--- src/rtl/wave_fm0_decode.sv ---
// FM0 bit decoder: calibrates the half-bit period from an 8-gap pilot, then
// classifies edge gaps as short/long half-bits and emits decoded bits.
module wave_fm0_decode #(
  parameter logic [15:0] MIN_HALF = 16'd4,
  parameter logic [15:0] MAX_BITS = 16'd512,
  parameter int unsigned CAL_GAPS = 8
) (
  input  logic        clk_i,
  input  logic        rst_n_i,
  input  logic        rise_edge_i,
  input  logic        fall_edge_i,
  input  logic [15:0] gap_i,
  output logic        bit_o,
  output logic        bit_valid_o,
  output logic        frame_end_o,
  output logic        err_o,
  output logic [15:0] half_period_o,
  output logic [15:0] bit_cnt_o,
  output logic        busy_o
);

  localparam int unsigned CAL_SHIFT = $clog2(CAL_GAPS);
  localparam int unsigned CAL_CNT_W = $clog2(CAL_GAPS + 1);
  localparam logic [CAL_CNT_W-1:0] CAL_LAST = CAL_CNT_W'(CAL_GAPS - 1);

  typedef enum logic [1:0] {
    IDLE = 2'd0,
    CAL  = 2'd1,
    DATA = 2'd2
  } state_e;

  // Threshold helpers, all in 18-bit unsigned so 16-bit H never overflows.
  function automatic logic [17:0] thr_short(input logic [15:0] h);
    return {2'b00, h} + {3'b000, h[15:1]};
  endfunction

  function automatic logic [17:0] thr_long(input logic [15:0] h);
    return {1'b0, h, 1'b0} + {3'b000, h[15:1]};
  endfunction

  function automatic logic [17:0] thr_timeout(input logic [15:0] h);
    return {h, 2'b00};
  endfunction

  state_e                 state_q, state_d;
  logic [18:0]            acc_q, acc_d;
  logic [15:0]            g0_q, g0_d;
  logic [CAL_CNT_W-1:0]   cal_cnt_q, cal_cnt_d;
  logic [17:0]            idle_q, idle_d;
  logic                   pend_q, pend_d;
  logic                   bit_q, bit_d;
  logic                   bit_vld_q, bit_vld_d;
  logic                   fend_q, fend_d;
  logic                   err_q, err_d;
  logic [15:0]            half_q, half_d;
  logic [15:0]            cnt_q, cnt_d;

  logic                   edge_w;
  logic [17:0]            gap18;
  logic [18:0]            cal_sum;
  logic [15:0]            h_new;
  logic                   cal_bad;
  logic [17:0]            ts, tl, to_lim;
  logic [17:0]            idle_inc;

  assign edge_w   = rise_edge_i | fall_edge_i;
  assign gap18    = {2'b00, gap_i};
  assign cal_sum  = acc_q + {3'b000, gap_i};
  assign h_new    = 16'(cal_sum >> CAL_SHIFT);
  assign cal_bad  = (gap18 > {1'b0, g0_q, 1'b0}) || (gap_i < {1'b0, g0_q[15:1]});
  assign ts       = thr_short(half_q);
  assign tl       = thr_long(half_q);
  assign to_lim   = thr_timeout(half_q);
  assign idle_inc = idle_q + 18'd1;

  always_comb begin
    state_d   = state_q;
    acc_d     = acc_q;
    g0_d      = g0_q;
    cal_cnt_d = cal_cnt_q;
    idle_d    = idle_q;
    pend_d    = pend_q;
    bit_d     = bit_q;
    bit_vld_d = 1'b0;
    fend_d    = 1'b0;
    err_d     = 1'b0;
    half_d    = half_q;
    cnt_d     = cnt_q;

    case (state_q)
      IDLE: begin
        if (edge_w) begin
          cnt_d     = '0;
          acc_d     = '0;
          g0_d      = '0;
          cal_cnt_d = '0;
          idle_d    = '0;
          pend_d    = 1'b0;
          state_d   = CAL;
        end
      end

      CAL: begin
        if (edge_w) begin
          // The very first pilot gap has no reference yet, so it is never rejected.
          if ((cal_cnt_q != '0) && cal_bad) begin
            err_d   = 1'b1;
            state_d = IDLE;
          end else begin
            if (cal_cnt_q == '0) g0_d = gap_i;
            acc_d     = cal_sum;
            cal_cnt_d = cal_cnt_q + 1'b1;
            if (cal_cnt_q == CAL_LAST) begin
              if (h_new < MIN_HALF) begin
                err_d   = 1'b1;
                state_d = IDLE;
              end else begin
                half_d  = h_new;
                pend_d  = 1'b0;
                idle_d  = '0;
                state_d = DATA;
              end
            end
          end
        end
      end

      DATA: begin
        if (cnt_q == MAX_BITS) begin
          fend_d  = 1'b1;
          pend_d  = 1'b0;
          state_d = IDLE;
        end else if (edge_w) begin
          idle_d = '0;
          if (gap18 >= tl) begin
            err_d   = 1'b1;
            pend_d  = 1'b0;
            state_d = IDLE;
          end else if (gap18 >= ts) begin
            if (pend_q) begin
              err_d   = 1'b1;
              pend_d  = 1'b0;
              state_d = IDLE;
            end else begin
              bit_d     = 1'b1;
              bit_vld_d = 1'b1;
              cnt_d     = cnt_q + 16'd1;
            end
          end else if (pend_q) begin
            bit_d     = 1'b0;
            bit_vld_d = 1'b1;
            cnt_d     = cnt_q + 16'd1;
            pend_d    = 1'b0;
          end else begin
            pend_d = 1'b1;
          end
        end else if (idle_inc >= to_lim) begin
          // Line went quiet: close the frame, dropping any half-bit in flight.
          fend_d  = 1'b1;
          pend_d  = 1'b0;
          state_d = IDLE;
        end else begin
          idle_d = idle_inc;
        end
      end

      default: state_d = IDLE;
    endcase
  end

  always_ff @(posedge clk_i or negedge rst_n_i) begin
    if (!rst_n_i) begin
      state_q   <= IDLE;
      acc_q     <= '0;
      g0_q      <= '0;
      cal_cnt_q <= '0;
      idle_q    <= '0;
      pend_q    <= 1'b0;
      bit_q     <= 1'b0;
      bit_vld_q <= 1'b0;
      fend_q    <= 1'b0;
      err_q     <= 1'b0;
      half_q    <= '0;
      cnt_q     <= '0;
    end else begin
      state_q   <= state_d;
      acc_q     <= acc_d;
      g0_q      <= g0_d;
      cal_cnt_q <= cal_cnt_d;
      idle_q    <= idle_d;
      pend_q    <= pend_d;
      bit_q     <= bit_d;
      bit_vld_q <= bit_vld_d;
      fend_q    <= fend_d;
      err_q     <= err_d;
      half_q    <= half_d;
      cnt_q     <= cnt_d;
    end
  end

  assign bit_o         = bit_q;
  assign bit_valid_o   = bit_vld_q;
  assign frame_end_o   = fend_q;
  assign err_o         = err_q;
  assign half_period_o = half_q;
  assign bit_cnt_o     = cnt_q;
  assign busy_o        = (state_q != IDLE);

endmodule

--- config.mk ---
export PLATFORM = sky130hd
export DESIGN_NAME = wave_fm0_decode
export DESIGN_NICKNAME = d
export VERILOG_FILES = /design/src/rtl/wave_fm0_decode.sv
export SDC_FILE = /design/constraint.sdc
export NUM_CORES = 1
export LEC_CHECK = 0
export CORE_UTILIZATION = 40
export CTS_BUF_LIST = sky130_fd_sc_hd__clkbuf_16
export CTS_CLUSTER_DIAMETER = 80
export DETAILED_ROUTE_END_ITERATION = 7
export PLACE_DENSITY = 0.67
export SETUP_SLACK_MARGIN = 0.2
export SLEW_MARGIN = 5
export SYNTH_ARGS = -nofsm -noshare
export SYNTH_HDL_FRONTEND = slang
export SYNTH_SLANG_ARGS = --single-unit
--- constraint.sdc ---
create_clock -name clk_i -period 7.95 [get_ports clk_i]
set_input_delay 1.59 -clock clk_i [delete_from_list [all_inputs] [get_ports clk_i]]
set_output_delay 1.59 -clock clk_i [all_outputs]
set_load 0.01 [all_outputs]
* Word level (Yosys, flattened, before mapping)
Cells that the tools add are included.
Storage, ports and cells: register bits after elaboration 96, output and inout port bits 37, input port bits 20, logic and storage cells 143
Cells by class: magnitude comparators 6, mux-type cells 75, add/sub/neg operators 6, equal/unequal tests 21, reduce and logical (&&, ||, !) cells 18, bitwise logic cells 5
Operators with widths (count):
- $mux W16 | 10
- $mux W18 | 8
- $pmux W16 S2 | 2
- $mux W19 | 3
- $pmux W18 S3 | 1
- $pmux W19 S2 | 1
- $mux W1 | 32
- $mux W2 | 11
- $ne A2 B2 Y1 const B | 10
- $add A19 B16 Y19 | 1
- $add A17 B15 Y18 | 1
- $add A18 B1 Y18 const B | 1
- $ge A16 B18 Y1 | 1
- $ge A18 B18 Y1 | 1
- $add A16 B15 Y17 | 1
- $ge A16 B17 Y1 | 1
- $gt A16 B17 Y1 | 1
- $add A16 B1 Y16 const B | 1
- $eq A16 B10 Y1 const B | 1
- $lt A16 B15 Y1 | 1
- $lt A16 B3 Y1 const B | 1
- $reduce_and A7 Y1 | 2
- $mux W4 | 3
- $ne A3 B3 Y1 const B | 4
- other kinds (23) | 32

* Depth between registers and ports, before layout
Gate-level depths: netlist (run 1).
depth after elaboration 7, depth in mapped cells 24, mapped depth without buffers 22

* Worst setup path before layout (run 1)
Ideal clock, no wire load.
kind reg-to-reg, from reg half_q[1], in the netlist half_period_o[1], to reg cnt_q[11], in the netlist bit_cnt_o[11], required time 7872 ps, buffers on the path 1, stages on the path, launching flop included 23, path slack 3156 ps, period minus slack after synthesis 4794 ps, library setup time 78 ps, data arrival time 4717 ps, cells stage by stage dfrtp_1 ha_1 a21o_1 a21oi_1 o21bai_1 a21oi_1 o21ai_0 a211oi_1 o21bai_1 a21oi_1 xor2_1 ha_1 nand4_1 a2111o_1 a211oi_1 inv_1 ha_1 nor3_1 o21a_1 o41ai_1 clkbuf_1 or4_1 a21oi_1
Between the ends: cells in the longest elaborated chain, start to end 7, elaborated cells between the ends (all ways) 13, classes of those cells 2 x add/sub; 2 x order compare; 3 x eq/ne; 5 x mux; 1 x reduce/logical
Ends and longest elaborated chain:
- start, declared | RTL line 55 | logic [15:0] half_q, half_d;
- start signal, assigned | RTL line 196 | half_q <= half_d;
- $add A16 B15 Y17 | RTL line 34 | return {2'b00, h} + {3'b000, h[15:1]};
- $ge A16 B17 Y1 | RTL line 139 | end else if (gap18 >= ts) begin
- $mux W16 | RTL line 139
- $mux W16 | RTL line 135 | if (gap18 >= tl) begin
- $mux W16 | RTL line 133 | end else if (edge_w) begin
- $mux W16 | RTL line 129 | if (cnt_q == MAX_BITS) begin
- $pmux W16 S2 | RTL line 90 | case (state_q)
- end signal, assigned | RTL line 197 | cnt_q <= cnt_d;
- end, declared | RTL line 56 | logic [15:0] cnt_q, cnt_d;
Several ways; a longest one is shown, not always the timed one. The select of a mux whose other input is x is not followed. A chain may end at the register's enable or synchronous reset.

* Final worst setup path (run 1)
from in gap_i[15], to reg half_q[14], in the netlist half_period_o[14]
Between the ends: cells in the longest elaborated chain, start to end 5, elaborated cells between the ends (all ways) 9, classes of those cells 1 x add/sub; 3 x order compare; 2 x bitwise; 3 x reduce/logical
Ends and longest elaborated chain:
- start, declared | RTL line 12 | input logic [15:0] gap_i,
- parallel branches: the longest is 5 deep, another holds $add A19 B16 Y19
Several ways; the timed one is not identified.

==> impl_metrics.toml, run 1 <==
[cts]
tritoncts = "done"
h-tree-depth = 3
clockBufferDepth = 2
clk_latency_ps = 360
numCtsBuffers = 9
cts_root_buf = "clkbuf_16"
hold_buffers = 0
post_cts_buffers = 0
cts_sinks = 96
clk_pin_slew_worst_paths_ps = 70
cts_repair_resize_count = 0

[setup_path]
r2r_cells = 22
crit_path_end_kind = "flip-flop"
path_class = "input pin to flip-flop"
cpMaxStageDelayCell = "nor3_2"
arrival_ps = 6080
required_ps = 8190
crit_path_cell_trace = "clkdlybuf4s50_1 > ha_1 > nand3_1 > nor3_1 > a21o_1 > o32a_1 > o311ai_0 > a21oi_1 > o211ai_1 > nor3_2 > mux2_1"
timing.rr.start = "half_period_o[2]"
startpoint = "gap_i[15]"
r2r_setup_slack_ps = 2180
max_stage_delay_ps = 1080
worstReg2RegEnd = "bit_cnt_o[11]"
crit_fanout = 16
start_kind = "input pin"

[global_route]
overflow = 0
grt.met2_usage_pct = 34.8
grt_pass1_vias = 7639
antenna_found_initial = 0
gr-usage-met3_pct = 3.10
grt_max_degree = 72
use_met1_pct = 28.9
busiest_layer = "met2"
grt_pass1_wl_um = 39900
track_usage_pct = 21.4

[sta]
min_period_ps = 5850
period_share_pct = 73.6
relSlewSlack_pct = 15.5
worst_slew_pin_slew_ps = 1260
hold_violations = 0
rsz0062_at_grt = "false"
fmax_ghz = 0.171
fin_tns_setup_ps = 0
slew_violations = 0
finalSetupViolations = 0
clock_skew_ps = 8.79

[min_path]
hold_path_end = "g0_q[11]"
hold_start = "g0_q[11]"
hold_depth = 2
hold_class = "flip-flop to flip-flop"

[pwr]
power_frac_clock_pct = 18.7
p_leak_nw = 4.47
switchingPower_mw = 1.07
p_int_mw = 1.32
p_per_area_nw_per_um2 = 234
pwr-share-comb_pct = 54.7
seqPwrFrac_pct = 26.6
p_sw_share_pct = 44.7
vdd_drop_max_mv = 0.112

[synth]
yosysWarnings = 0
synth_edf_count = 0
synth_cell_type_count = 80
ys_ff_latch = 96
syn_inst = 1030
synth_top_flop_cell = "dfrtp_1"
synth-seq-area-share_pct = 26.4
syn-num-nets = 1189
syn-cell-area_sq_um = 9090
avgSynthCellArea_sq_um = 8.83
async_flop_share_pct = 100

[place]
place_area_sq_um = 9900
dp_hpwl_um = 18700
io_buffer_count = 56
globalplace.congestion = 0.859

[detailed_routing]
drcViolationCount = 3
vias = 7948
ant_nets = 0
first_iter_violations = 461
via_per_inst = 5.86
wirelength_um = 24400
wl_per_cell_um = 18.0
firstDrtPassIters = 8

[job]
cap_viol_max_count = 0

[finish]
finalNetCount = 1231
diodes = 0
fillers = 2127
area_growth_pct = 12.1
drive_above_1_share_pct = 4.46
final_cell_area_sq_um = 10200

[floorplan]
rows = 54
coreArea_sq_um = 22000
die_h_um = 153
die_w_um = 153
start_util_pct = 41.3
num_io_pins = 57
dieArea_sq_um = 23300

[outcome]
violations = "design-rule violations"
status = "finished with violations"
==> per-layer routing <==
layer | vias to the layer above | part of all wire, %
met3 | 37 | 4.6
li1 | 3905 | -
met4 | 0 | 2.8
met1 | 3822 | 47
met2 | 184 | 46
met5 | - | 0
==> state kept, by name, indices dropped and copies added, names as in the netlist <==
| signal | flops |
|---|---|
| err_o | 1 |
| acc_q | 19 |
| pend_q | 1 |
| cal_cnt_q | 4 |
| bit_cnt_o | 16 |
| bit_o | 1 |
| frame_end_o | 1 |
| half_period_o | 16 |
| g0_q | 16 |
| state_q | 2 |
| bit_valid_o | 1 |
| idle_q | 18 |
==> critical path, delay by kind of cell <==
| family | cells | cell delay (ps) |
|---|---|---|
| AOI/OAI and AO/OA | 5 | 1480 |
| adders and majority gates | 1 | 470 |
| buffers and inverters | 1 | 720 |
| muxes | 1 | 400 |
| and+or+nand+nor | 3 | 1410 |
==> placed cells by master (no fill, tap or decap), types with 6 or more instances in the layout <==
cell | netlist | routed
xnor2_1 | 39 | 39
inv_1 | 81 | 82
nand2_1 | 92 | 92
dfrtp_1 | 96 | 96
nor3_1 | 26 | 26
a211oi_1 | 16 | 16
o21ai_0 | 64 | 64
buf_4 | 0 | 7
clkdlybuf4s50_1 | 0 | 55
or4_1 | 13 | 13
a22o_1 | 16 | 16
ha_1 | 136 | 136
o31ai_1 | 17 | 16
a21o_1 | 28 | 28
or3_1 | 6 | 6
nor4_1 | 6 | 6
nand2b_1 | 11 | 11
nand4_1 | 10 | 10
o21bai_1 | 10 | 10
mux2_1 | 12 | 12
mux2i_1 | 24 | 24
o21a_1 | 16 | 16
and2_1 | 7 | 7
xor2_1 | 12 | 12
nor2_1 | 42 | 42
o211ai_1 | 9 | 9
nor2b_1 | 6 | 6
a31oi_1 | 7 | 7
clkbuf_16 | 0 | 9
a21oi_1 | 67 | 67
and3_1 | 12 | 12
nand3_1 | 27 | 27
==> Yosys cell counts (3+ instances only) <==
master     count  area [sq um]
xor2_1        12           105
buf_6          3          33.8
mux2_1        12           135
o41a_1         5          56.3
inv_1         81           304
and4_1         4          35.0
nand2_1       92           345
or3_1          6          37.5
or2_2          5          31.3
o31ai_1       17           128
nor3b_1        5          37.5
ha_1         136          1700
o21bai_1      10          75.1
nand3_1       27           135
a2111oi_0      4          35.0
clkbuf_1      24          90.1
nor4b_1        3          26.3
nor4_1         6          37.5
a21o_1        28           210
and3_1        12          75.1
nor2_1        42           158
a21oi_1       67           335
o21ai_0       64           320
mux2i_1       24           240
or4_1         13          97.6
o21a_1        16           120
nand4_1       10          62.6
xnor2_1       39           342
a211oi_1      16           120
o211ai_1       9          67.6
dfrtp_1       96          2400
o221ai_1       3          26.3
a31oi_1        7          43.8
o211a_1        3          30.0
fa_1           3          60.1
nor3_2         3          30.0
and2_1         7          43.8
a22o_1        16           140
nand2b_1      11          68.8
nor3_1        26           130
o22ai_1        4          25.0
nor2b_1        6          37.5
==> cells by family (layout without fill, tap and decap cells) <==
kind of cell               after synthesis  in the layout  share of synthesized area, %
and+or+nand+nor                        285            285                          16.2
muxes                                   39             39                          4.54
buffers and inverters                  112            159                          5.09
xor gates and xnor gates                51             51                          4.91
adders and majority gates              139            139                          19.4
AOI/OAI and AO/OA                      308            308                          23.5
DFF                                     96             96                          26.4
==> per-stage QoR <==
step	worst slack (ps)	hold slack (ps)	cells	util (%)	total power [mW]
4_1_cts	2200	486	1357	46.3	2.39
6_report	2100	480	1357	46.3	2.39
5_1_grt	1670	503	1357	46.3	2.57
2_1_floorplan	3160	449	1030	-	1.60
3_3_place_gp	1930	460	1341	44.9	1.91
3_5_place_dp	1850	471	1341	44.9	1.93
==> area by class of cell <==
type	instances	area [sq um]	area share (%)
multi-input cells	822	6240	61.2
flip-flops and latches	96	2400	23.6
repair buffers	62	603	5.92
well taps	280	350	3.44
inverters	81	304	2.98
clock buffers	9	225	2.21
clock inverters	7	70.1	0.687
==> power by group through the flow <==
stage | clock network [mW] | logic [mW] | registers (mW)
after floorplan | 0 | 0.976 | 0.628
after global placement | 0 | 1.27 | 0.643
after detailed placement | 0 | 1.29 | 0.643
after CTS | 0.459 | 1.30 | 0.635
after global routing | 0.477 | 1.44 | 0.645
final | 0.447 | 1.30 | 0.635
==> worst max path at each step <==
stage,endpoint,slack (ps)
4_1_cts,half_period_o[14],2200
2_1_floorplan,bit_cnt_o[11],3160
6_report,half_period_o[14],2100
3_3_place_gp,half_period_o[7],1930
3_5_place_dp,half_period_o[8],1850
5_1_grt,bit_cnt_o[9],1670
No activity file was read; power rests on OpenSTA's default activity.
==> inputs of run 2 (changes only) <==
Settings changed: PLACE_DENSITY 0.67 to 0.69.
Clock period 7.95 ns to 5.19 ns, I/O delays scaled along.
==> impl_metrics.toml, run 2 (same netlist as run 1, synthesis figures left out) <==
[finish]
drive_above_1_share_pct = 12.1
fillers = 2055
largest_register = "acc_q"
diodes = 0
layout_commonest_cell = "ha_1"
finalNetCount = 1294
final_cell_area_sq_um = 10900
final_cells = 1420
mostFrequentLayoutCells = "133 x ha_1, 96 x dfrtp_1, 92 x nand2_1"
reg_top3 = "acc_q (19), idle_q (18)"
largest_reg_flops = 19
area_growth_pct = 19.6

[sta]
slew_violations = 0
whs_ps = 484
min_period_ps = 4900
rsz0062_at_grt = "true"
fin_tns_setup_ps = 0
fmax_ghz = 0.204
period_share_pct = 94.4
layout_setup_ws_ps = 290
relSlewSlack_pct = 37.2
hold_violations = 0
finalSetupViolations = 0
worst_slew_pin_slew_ps = 942
clock_skew_ps = 8.36

[cts]
tritoncts = "done"
clk_pin_slew_worst_paths_ps = 70
cts_root_buf = "clkbuf_16"
cts_sinks = 96
clk_latency_ps = 360
numCtsBuffers = 9
h-tree-depth = 3
hold_buffers = 0
clockBufferDepth = 2

[detailed_routing]
wirelength_um = 25700
via_per_inst = 5.82
vias = 8259
met2_length_um = 12000
first_iter_violations = 518
firstDrtPassIters = 8
ant_nets = 0
wl_per_cell_um = 18.1
highest-signal-layer = "met4"
route.met3.wl_um = 1110
drcViolationCount = 2
m1WireLength_um = 11800

[global_route]
antenna_found_initial = 0
grt_pass1_wl_um = 40700
overflow = 0
grt_pass1_vias = 7848
track_usage_pct = 21.9
grt_max_degree = 69

[floorplan]
coreArea_sq_um = 22000
die_w_um = 153
num_io_pins = 57
die_h_um = 153
start_util_pct = 41.3
rows = 54
dieArea_sq_um = 23300

[pwr]
p_leak_nw = 4.80
p_per_area_nw_per_um2 = 361
vdd_drop_max_mv = 0.180

[setup_path]
crit_path_end_kind = "flip-flop"
arrival_ps = 5190
crit_fanout = 8
required_ps = 5480
start_kind = "flip-flop"
path_class = "flip-flop to flip-flop"

[place]
io_buffer_count = 56
pre_cts_ws_ps = 70.9
dp.cells = 1397
dp_hpwl_um = 19500
globalplace.congestion = 0.899
place_area_sq_um = 10300

[outcome]
status = "finished with violations"
violations = "design-rule violations"

[min_path]
hold_class = "flip-flop to flip-flop"

[job]
cap_viol_max_count = 0
-- run 2: cell type report --
cell class	instances	area [sq um]	area share [%]
flip-flops and latches	96	2400	22.1
clock inverters	7	72.6	0.667
multi-input cells	822	6400	58.9
well taps	280	350	3.22
clock buffers	9	225	2.07
repair buffers	125	1120	10.3
inverters	81	304	2.80
-- run 2: worst paths after layout --
path | start | endpoint | slack (ps) | depth (start not counted)
min in group asynchronous | rst_n_i | acc_q[4] | 800 | 1
max | half_period_o[1] | bit_cnt_o[13] | 290 | 23
max reg2reg | half_period_o[1] | bit_cnt_o[13] | 290 | 23
max in group asynchronous | rst_n_i | acc_q[15] | 3400 | 2
min reg2reg | g0_q[1] | g0_q[1] | 480 | 2
min | g0_q[1] | g0_q[1] | 480 | 2
-- run 2: routing by layer --
layer / vias to the layer above / global-route usage [%]
met5: - / 0
met3: 48 / 3.07
met2: 196 / 36.2
li1: 4020 / -
met1: 3995 / 28.8
met4: 0 / 8.51
-- run 2: power by group --
part           total, mW  internal [mW]  leakage (nW)  switching [mW]
Clock              0.692          0.375         0.142           0.317
Sequential         0.968          0.871          1.29          0.0962
Combinational       2.27          0.954          3.37            1.31
Total               3.93           2.20          4.80            1.73
-- run 2: worst max-delay path: stages (launching register included) --
cell and delay, ps:
dfrtp_1 410, ha_2 200, fa_2 390, a21o_1 170, a21oi_2 160, o21ai_2 110, a31oi_4 190, buf_6 120
buf_4 100, buf_6 80, nand2b_1 60, xnor2_1 140, ha_1 310, nand4_1 150, a2111o_1 370, a211oi_2 260
inv_1 90, ha_2 190, nor3_2 160, o21a_1 210, o41ai_4 130, clkbuf_16 190, or4_4 510, a21oi_2 140
-- run 2: timing repair --
action	in CTS	in global routing
buffers inserted	2	3
pin swaps	3	22
endpoints found under the setup margin	14	18
resized for setup	8	36
cloned	0	2
-- run 2: metrics by stage --
stage | total power, mW | utilization, %
after floorplan | 2.46 | -
after global placement | 3.08 | 47.0
after detailed placement | 3.13 | 47.0
after CTS | 3.85 | 48.5
after global routing | 4.21 | 49.4
final | 3.93 | 49.4
==> inputs of run 3 (changes only) <==
Settings changed: SETUP_SLACK_MARGIN 0.2 to not set.
==> impl_metrics.toml, run 3 (same netlist as run 1, synthesis figures left out) <==
[detailed_routing]
drcViolationCount = 2
via_per_inst = 5.78
firstDrtPassIters = 8
wl_per_cell_um = 17.9
ant_nets = 0
wirelength_um = 25200
vias = 8163
first_iter_violations = 467

[finish]
diodes = 0
final_cells = 1413
finalNetCount = 1287
largest_register = "acc_q"
mostFrequentLayoutCells = "136 x ha_1, 96 x dfrtp_1, 92 x nand2_1"
fillers = 2072
area_growth_pct = 17.8
largest_reg_flops = 19
final_cell_area_sq_um = 10700
layout_commonest_cell = "ha_1"
reg_top3 = "acc_q (19), idle_q (18)"
drive_above_1_share_pct = 10.1

[place]
place_area_sq_um = 10300
io_buffer_count = 56
globalplace.congestion = 0.899
dp.cells = 1397
dp_hpwl_um = 19500

[outcome]
status = "finished with violations"
violations = "design-rule violations"

[sta]
clock_skew_ps = 8.50
fmax_ghz = 0.202
worst_slew_pin_slew_ps = 1150
min_period_ps = 4940
period_share_pct = 95.2
hold_violations = 0
slew_violations = 0
relSlewSlack_pct = 23.1
finalSetupViolations = 0
whs_ps = 485

[min_path]
hold_start = "g0_q[12]"
hold_depth = 2
hold_path_end = "g0_q[12]"
hold_class = "flip-flop to flip-flop"

[cts]
cts_root_buf = "clkbuf_16"
clk_latency_ps = 360
hold_buffers = 0
h-tree-depth = 3
clk_pin_slew_worst_paths_ps = 70
tritoncts = "done"
cts_sinks = 96
numCtsBuffers = 9
clockBufferDepth = 2

[setup_path]
r2r_setup_slack_ps = 250
start_kind = "flip-flop"
crit_path_end_kind = "flip-flop"
path_class = "flip-flop to flip-flop"
crit_fanout = 29
worstReg2RegEnd = "bit_cnt_o[9]"
arrival_ps = 5220
r2r_cells = 22
timing.rr.start = "half_period_o[1]"
required_ps = 5470

[floorplan]
die_w_um = 153
dieArea_sq_um = 23300
coreArea_sq_um = 22000
die_h_um = 153
num_io_pins = 57
rows = 54
start_util_pct = 41.3

[global_route]
grt_pass1_vias = 7854
track_usage_pct = 21.8
grt_max_degree = 69
antenna_found_initial = 0
overflow = 0
grt_pass1_wl_um = 40500

[pwr]
p_leak_nw = 4.75
p_per_area_nw_per_um2 = 360
vdd_drop_max_mv = 0.180

[job]
cap_viol_max_count = 0
-- run 3: cell count changes in the layout (fill, tap and decap cells not counted), sizes merged --
cell    previous run  this run
buf               69        63
clkbuf            10         9
-- run 3: repair_timing --
item | in CTS | in global routing
resized for setup | 0 | 18
endpoints found under the setup margin | 0 | 18
buffers inserted | 0 | 0
-- run 3: how the worst max path moves through the flow --
stage	start	to	slack (ps)
after floorplan	half_period_o[1]	bit_cnt_o[13]	400
after global placement	half_period_o[1]	bit_cnt_o[15]	150
after detailed placement	half_period_o[1]	bit_cnt_o[15]	70
after CTS	half_period_o[1]	bit_cnt_o[9]	30
after global routing	half_period_o[1]	bit_cnt_o[13]	-20
final	half_period_o[1]	bit_cnt_o[9]	250
-- run 3: final cells by class --
| type | count | area, sq um | share of cell area (%) |
|---|---|---|---|
| Clock buffer | 9 | 225 | 2.10 |
| Clock inverter | 7 | 72.6 | 0.677 |
| Inverter | 81 | 304 | 2.84 |
| Multi-Input combinational cell | 822 | 6310 | 58.9 |
| Sequential cell | 96 | 2400 | 22.4 |
| Tap cell | 280 | 350 | 3.27 |
| Timing Repair Buffer | 118 | 1050 | 9.79 |
-- run 3: through the flow --
stage,utilization [%],setup WS [ps],TNS [ps],power (mW)
global route,48.6,-16.7,-22.6,4.14
CTS,48.3,26.4,0,3.84
detailed placement,47.0,70.9,0,3.13
global placement,47.0,148,0,3.08
floorplan,-,396,0,2.46
finish,48.6,250,0,3.86
-- run 3: report_power, final --
part           internal, mW  total, mW  switching [mW]
clock                 0.375      0.690           0.315
sequential            0.871      0.966          0.0947
combinational         0.922       2.20            1.28
-- run 3: critical path: stages (launching register included) --
cell and delay [ps]:
dfrtp_1 410, ha_1 310, a21o_1 160, a21oi_1 210
o21bai_1 110, a21oi_2 180, o21ai_1 160, a211oi_2 230
o21ai_0 190, a31oi_1 240, xor2_1 90, ha_1 240
a2111oi_4 370, o211a_1 220, a211oi_2 80, buf_4 160
ha_1 200, nor3_2 170, o21a_1 180, o41ai_2 100
buf_12 180, or4_1 500, a21oi_1 150
-- run 3: layer usage --
| metal | vias to the layer above | part of all wire, % | global-route usage [%] | routed length (um) |
|---|---|---|---|---|
| li1 | 4006 | - | - | - |
| met2 | 196 | 47 | 36.3 | 11700 |
| met1 | 3919 | 46 | 28.5 | 11600 |
| met5 | - | 0 | 0 | 0 |
| met4 | 0 | 3.2 | 8.47 | 798 |
| met3 | 42 | 4.3 | 3.07 | 1090 |
